--- src/rtl/unidade_busca.sv ---
// unidade_busca: instruction fetch stage with PC, 2-entry output buffer and redirect/flush.
// Optional macro CONTADOR_BUSCA_EN adds pop/redirect event counters.
module unidade_busca #(
    parameter logic [31:0] PC_INICIAL  = 32'd0,
    parameter int          LARGURA_END = 8
) (
    input  logic        clock,
    input  logic        reset,
    output logic [31:0] endereco_mem,
    input  logic [31:0] instrucao_mem,
    input  logic        desvio_valido,
    input  logic [31:0] desvio_alvo,
    output logic        saida_valida,
    input  logic        saida_pronta,
    output logic [31:0] instrucao_saida,
    output logic [31:0] pc_saida
`ifdef CONTADOR_BUSCA_EN
    ,
    output logic [31:0] contador_instr,
    output logic [31:0] contador_desvio
`endif
);

    typedef logic [LARGURA_END-1:0] pc_t;

    pc_t         pc_q, pc_d;
    pc_t         pc_pend_q, pc_pend_d;
    logic        pendente_q, pendente_d;
    logic [1:0]  count_q, count_d;
    pc_t         buf_pc_q [2];
    pc_t         buf_pc_d [2];
    logic [31:0] buf_ins_q [2];
    logic [31:0] buf_ins_d [2];

    logic        pop;
    logic        emite;
    logic [2:0]  ocupacao;
    logic [1:0]  base;

    assign saida_valida    = (count_q != 2'd0);
    assign pop             = saida_valida & saida_pronta;
    assign instrucao_saida = buf_ins_q[0];
    assign pc_saida        = 32'(buf_pc_q[0]);
    assign endereco_mem    = 32'(pc_q);

    // Credit: buffered + in-flight after this pop must leave room for one more.
    assign ocupacao = {1'b0, count_q} + {2'b0, pendente_q} - {2'b0, pop};
    assign emite    = !reset && !desvio_valido && (ocupacao < 3'd2);

    // PC advance, redirect and in-flight request tracking.
    always_comb begin
        pc_d       = pc_q;
        pc_pend_d  = pc_pend_q;
        pendente_d = 1'b0;
        if (desvio_valido) begin
            pc_d = pc_t'(desvio_alvo);
        end else if (emite) begin
            pc_d       = pc_q + pc_t'(1);
            pc_pend_d  = pc_q;
            pendente_d = 1'b1;
        end
    end

    // Shift FIFO: pop moves entry 1 to head, memory response lands behind.
    always_comb begin
        buf_pc_d  = buf_pc_q;
        buf_ins_d = buf_ins_q;
        base      = count_q - {1'b0, pop};
        if (pop) begin
            buf_pc_d[0]  = buf_pc_q[1];
            buf_ins_d[0] = buf_ins_q[1];
        end
        if (pendente_q) begin
            buf_pc_d[base[0]]  = pc_pend_q;
            buf_ins_d[base[0]] = instrucao_mem;
        end
        count_d = base + {1'b0, pendente_q};
        if (desvio_valido) begin
            count_d = 2'd0;
        end
    end

    // State registers; reset wins over redirect and issue.
    always_ff @(posedge clock) begin
        if (reset) begin
            pc_q         <= pc_t'(PC_INICIAL);
            pc_pend_q    <= '0;
            pendente_q   <= 1'b0;
            count_q      <= 2'd0;
            buf_pc_q[0]  <= '0;
            buf_pc_q[1]  <= '0;
            buf_ins_q[0] <= '0;
            buf_ins_q[1] <= '0;
        end else begin
            pc_q       <= pc_d;
            pc_pend_q  <= pc_pend_d;
            pendente_q <= pendente_d;
            count_q    <= count_d;
            buf_pc_q   <= buf_pc_d;
            buf_ins_q  <= buf_ins_d;
        end
    end

`ifdef CONTADOR_BUSCA_EN
    logic [31:0] contador_instr_q, contador_instr_d;
    logic [31:0] contador_desvio_q, contador_desvio_d;

    assign contador_instr  = contador_instr_q;
    assign contador_desvio = contador_desvio_q;

    // Event counters: one per handshake, one per redirect.
    always_comb begin
        contador_instr_d  = contador_instr_q + {31'd0, pop};
        contador_desvio_d = contador_desvio_q + {31'd0, desvio_valido};
    end

    // Counter registers clear on reset.
    always_ff @(posedge clock) begin
        if (reset) begin
            contador_instr_q  <= '0;
            contador_desvio_q <= '0;
        end else begin
            contador_instr_q  <= contador_instr_d;
            contador_desvio_q <= contador_desvio_d;
        end
    end
`endif

endmodule

--- config.mk ---
export PLATFORM = sky130hd
export DESIGN_NAME = unidade_busca
export DESIGN_NICKNAME = d
export VERILOG_FILES = /design/src/rtl/unidade_busca.sv
export SDC_FILE = /design/constraint.sdc
export NUM_CORES = 1
export LEC_CHECK = 0
export BUFFER_PORTS_ARGS = -buffer_cell sky130_fd_sc_hd__buf_4
export CAP_MARGIN = 20
export CORE_ASPECT_RATIO = 0.6
export CORE_MARGIN = 2
export CORE_UTILIZATION = 39
export CTS_BUF_LIST = sky130_fd_sc_hd__clkbuf_16
export CTS_CLUSTER_SIZE = 24
export DETAILED_ROUTE_END_ITERATION = 8
export PLACE_DENSITY_LB_ADDON = 0.12
export SETUP_SLACK_MARGIN = 0.4
export SLEW_MARGIN = 20
export SYNTH_ARGS = -nofsm -noshare
export SYNTH_HDL_FRONTEND = slang
export SYNTH_SLANG_ARGS = --single-unit
export TNS_END_PERCENT = 20
--- constraint.sdc ---
create_clock -name clock -period 5.85 [get_ports clock]
set_clock_uncertainty 0.05 [all_clocks]
set_input_delay 0.585 -clock clock [delete_from_list [all_inputs] [get_ports clock]]
set_output_delay 0.585 -clock clock [all_outputs]
set_load 0.005 [all_outputs]
==> metrics.md <==
| Metric | Value |
|---|---|
| Max Cap Viol | 0 |
| Die span in y | 90.1 microns |
| HPWL after DPL | 6.50 mm |
| First drt pass iteration count | 4 |
| Arrival time of the worst setup path | 2860 ps |
| Mapped Cells | approximately 510 |
| Placer Congestion | approximately 0.76 |
| Vias/cell | 4.64 |
| Antenna Violating Nets Remaining | 0 |
| DRC | 0 |
| CTS tree | built |
| Critical path type | reg -> reg |
| Global-route wire length before repair | 16.2 mm |
| Slew HR | 0.441 |
| Seq/Total Area, Yosys | 0.412 |
| Met3 routed WL | 468 microns |
| PostCTS Resize Cnt | 0 |
| RSZ-0062 raised after global routing | false |
| Yosys cell types | 42 |
| Clock Latency Late Sink | 340 ps |
| All-Layer GR Usage | 0.150 |
| Final wirelength | 9.81 mm |
| DP Worst Slack | 2950 ps |
| Required time worst endpoint | 6060 ps |
| Routed wl met2 | 4.33 mm |
| Layout area overhead | 11.7% |
| 1st-iter DRT viols | between 150 and 200 |
| Number of core rows | 31 |
| Leading cell type in the layout, fill and taps excluded | dfxtp_1 |
| Post-layout nets | between 600 and 700 |
| Io pins | 165 |
| Setup TNS | 0 ps |
| Asr flop ratio synth | 0 |
| Final Cycle Share | 0.454 |
| Cts hold-fix bufs | 0 |
| Clock Power Share | 0.429 |
| Die footprint | between 0.01 and 0.015 sq mm |
| Mapped cell area | 0.00481 sq mm |
| Final design utilization | 0.446 |
| Worst-Margin Slew | 839 ps |
| Gr ovfl total | 0 |
| Sequential Power Share | 0.470 |
| Switching power | roughly 0.00034 W |
| Antenna cells | 0 |
| Clk sinks | a little under 100 |
| Avg WL per Cell | 13.8 microns |
| Setup-failing EPs final | 0 |
| Leak pwr | roughly 2.4 nW |
| Gate power share | 0.101 |
| Initial antenna violation count | 0 |
| CTS HTree Levels | 3 |
| EDFF count, synth | 0 |
| Synth Register Bits | slightly below 100 |
| Vias | ~3300 |
| M1 WL | around 4.9 mm |
| Crit path max fanout | 16 |
| Fmax | ~380 MHz |
| Number of global-route vias before repair | 3194 |
| Highest-count cells in the layout ignoring fill and taps | dfxtp_1, buf_4, nor2_1, mux2i_1, conb_1 |
| Root Driver | clkbuf_16 |
| Chip Width | 147 microns |
| Sw frac | 0.224 |
| Final hold vios | 0 |
| Post-CTS setup buffers | 0 |
| Fin. max-slew vios | 0 |
| Main synth FF type | dfxtp_1 |
| PnR worst setup slack | 3200 ps |
| Initial Utilization | 0.399 |
| Min Tclk post-route | 2650 ps |
| Hold Crit Class | reg -> reg |
| Max Root-Sink Buffers | 2 |
| Core footprint | between 0.01 and 0.015 sq mm |
| Pin count of the biggest net entering global routing | 81 |
| CTS Buf Count | 9 |
| Nature of the critical path endpoint | flip-flop |
| CTS clk-pin slew, worst paths | 70 ps |
| Critical Path Source Type | flip-flop |
| Pwr per Cell Area | roughly 290 mW/mm^2 |
| Share of post-route cells with drive strength above 1 | 0.215 |
| VDD IR max | 0.000138 V |
| Avg Cell Area, Syn | 9.42 sq um |
| Top Metal Used | met4 |
| Yosys warning total | 0 |
| Outcome | finished, final reports clean |
| Port bufs | 92 |
| Total internal power | roughly 0.0012 W |
critical path, stage by stage, from the launching register on:
cell	delay, ps
dfxtp_1	500
nand3b_2	160
nand2_1	110
nand2_1	70
fa_1	420
xnor2_1	260
nand3_2	330
inv_2	350
a32oi_1	150
o22ai_1	160
layer usage:
metal,global-route usage,vias up
met4,0.0361,0
met5,0,-
met2,0.227,65
met3,0.0477,9
li1,-,1670
met1,0.208,1563
synth_stat cells (4+ instances only):
library cell | number | area share
dfxtp_1 | 99 | 0.41
buf_4 | 90 | 0.14
nor2_1 | 82 | 0.064
mux2i_1 | 80 | 0.17
a211oi_1 | 40 | 0.062
nand2_1 | 24 | 0.019
a21oi_1 | 16 | 0.017
clkbuf_1 | 12 | 0.0094
buf_2 | 9 | 0.0094
inv_1 | 6 | 0.0047
buf_1 | 5 | 0.0039
buf_12 | 4 | 0.017
o21ai_1 | 4 | 0.0042
cell type report:
type                    count  area (sq um)
well taps                 165           206
flip-flops and latches     99          1980
fillers                  1185          6690
inverters                   7          26.3
repair buffers             95           713
multi-input cells         332          2120
clock buffers               9           225
clock inverters             6           105
worst paths after layout:
| kind | from | endpoint | slack [ps] | depth (start not counted) |
|---|---|---|---|---|
| max | count_q[1] | pc_q[6] | 3200 | 9 |
| min | pc_pend_q[7] | pc_pend_q[7] | 430 | 2 |
| max reg2reg | count_q[1] | pc_q[6] | 3200 | 9 |
| min reg2reg | pc_pend_q[7] | pc_pend_q[7] | 430 | 2 |
through the flow:
step                std cells  power (W)  hold WS [ps]  area (sq um)
floorplan                 558   0.000863           399          4990
global placement          698   0.000890           414          5050
detailed placement        698   0.000894           419          5050
CTS                       713    0.00156           430          5380
global route              713    0.00161           429          5380
finish                    713    0.00153           427          5380
power groups by stage:
stage	combinational, W	sequential, W	clock (W)
2_1_floorplan	0.000134	0.000729	0
3_3_place_gp	0.000154	0.000736	0
3_5_place_dp	0.000157	0.000737	0
4_1_cts	0.000158	0.000721	0.000679
5_1_grt	0.000173	0.000724	0.000710
6_report	0.000156	0.000721	0.000658
cell families (layout without fill, tap and decap cells):
logic type	after synthesis	count (layout)	synth area share
AOI/OAI and AO/OA	71	71	0.103
xor gates and xnor gates	4	4	0.00728
adders and majority gates	4	4	0.0120
buffers and inverters	127	117	0.185
DFF	99	99	0.412
muxes	80	80	0.166
other	1	48	0.000779
and+or+nand+nor	125	125	0.114
Note: power is estimated with default switching activity, not from simulation.
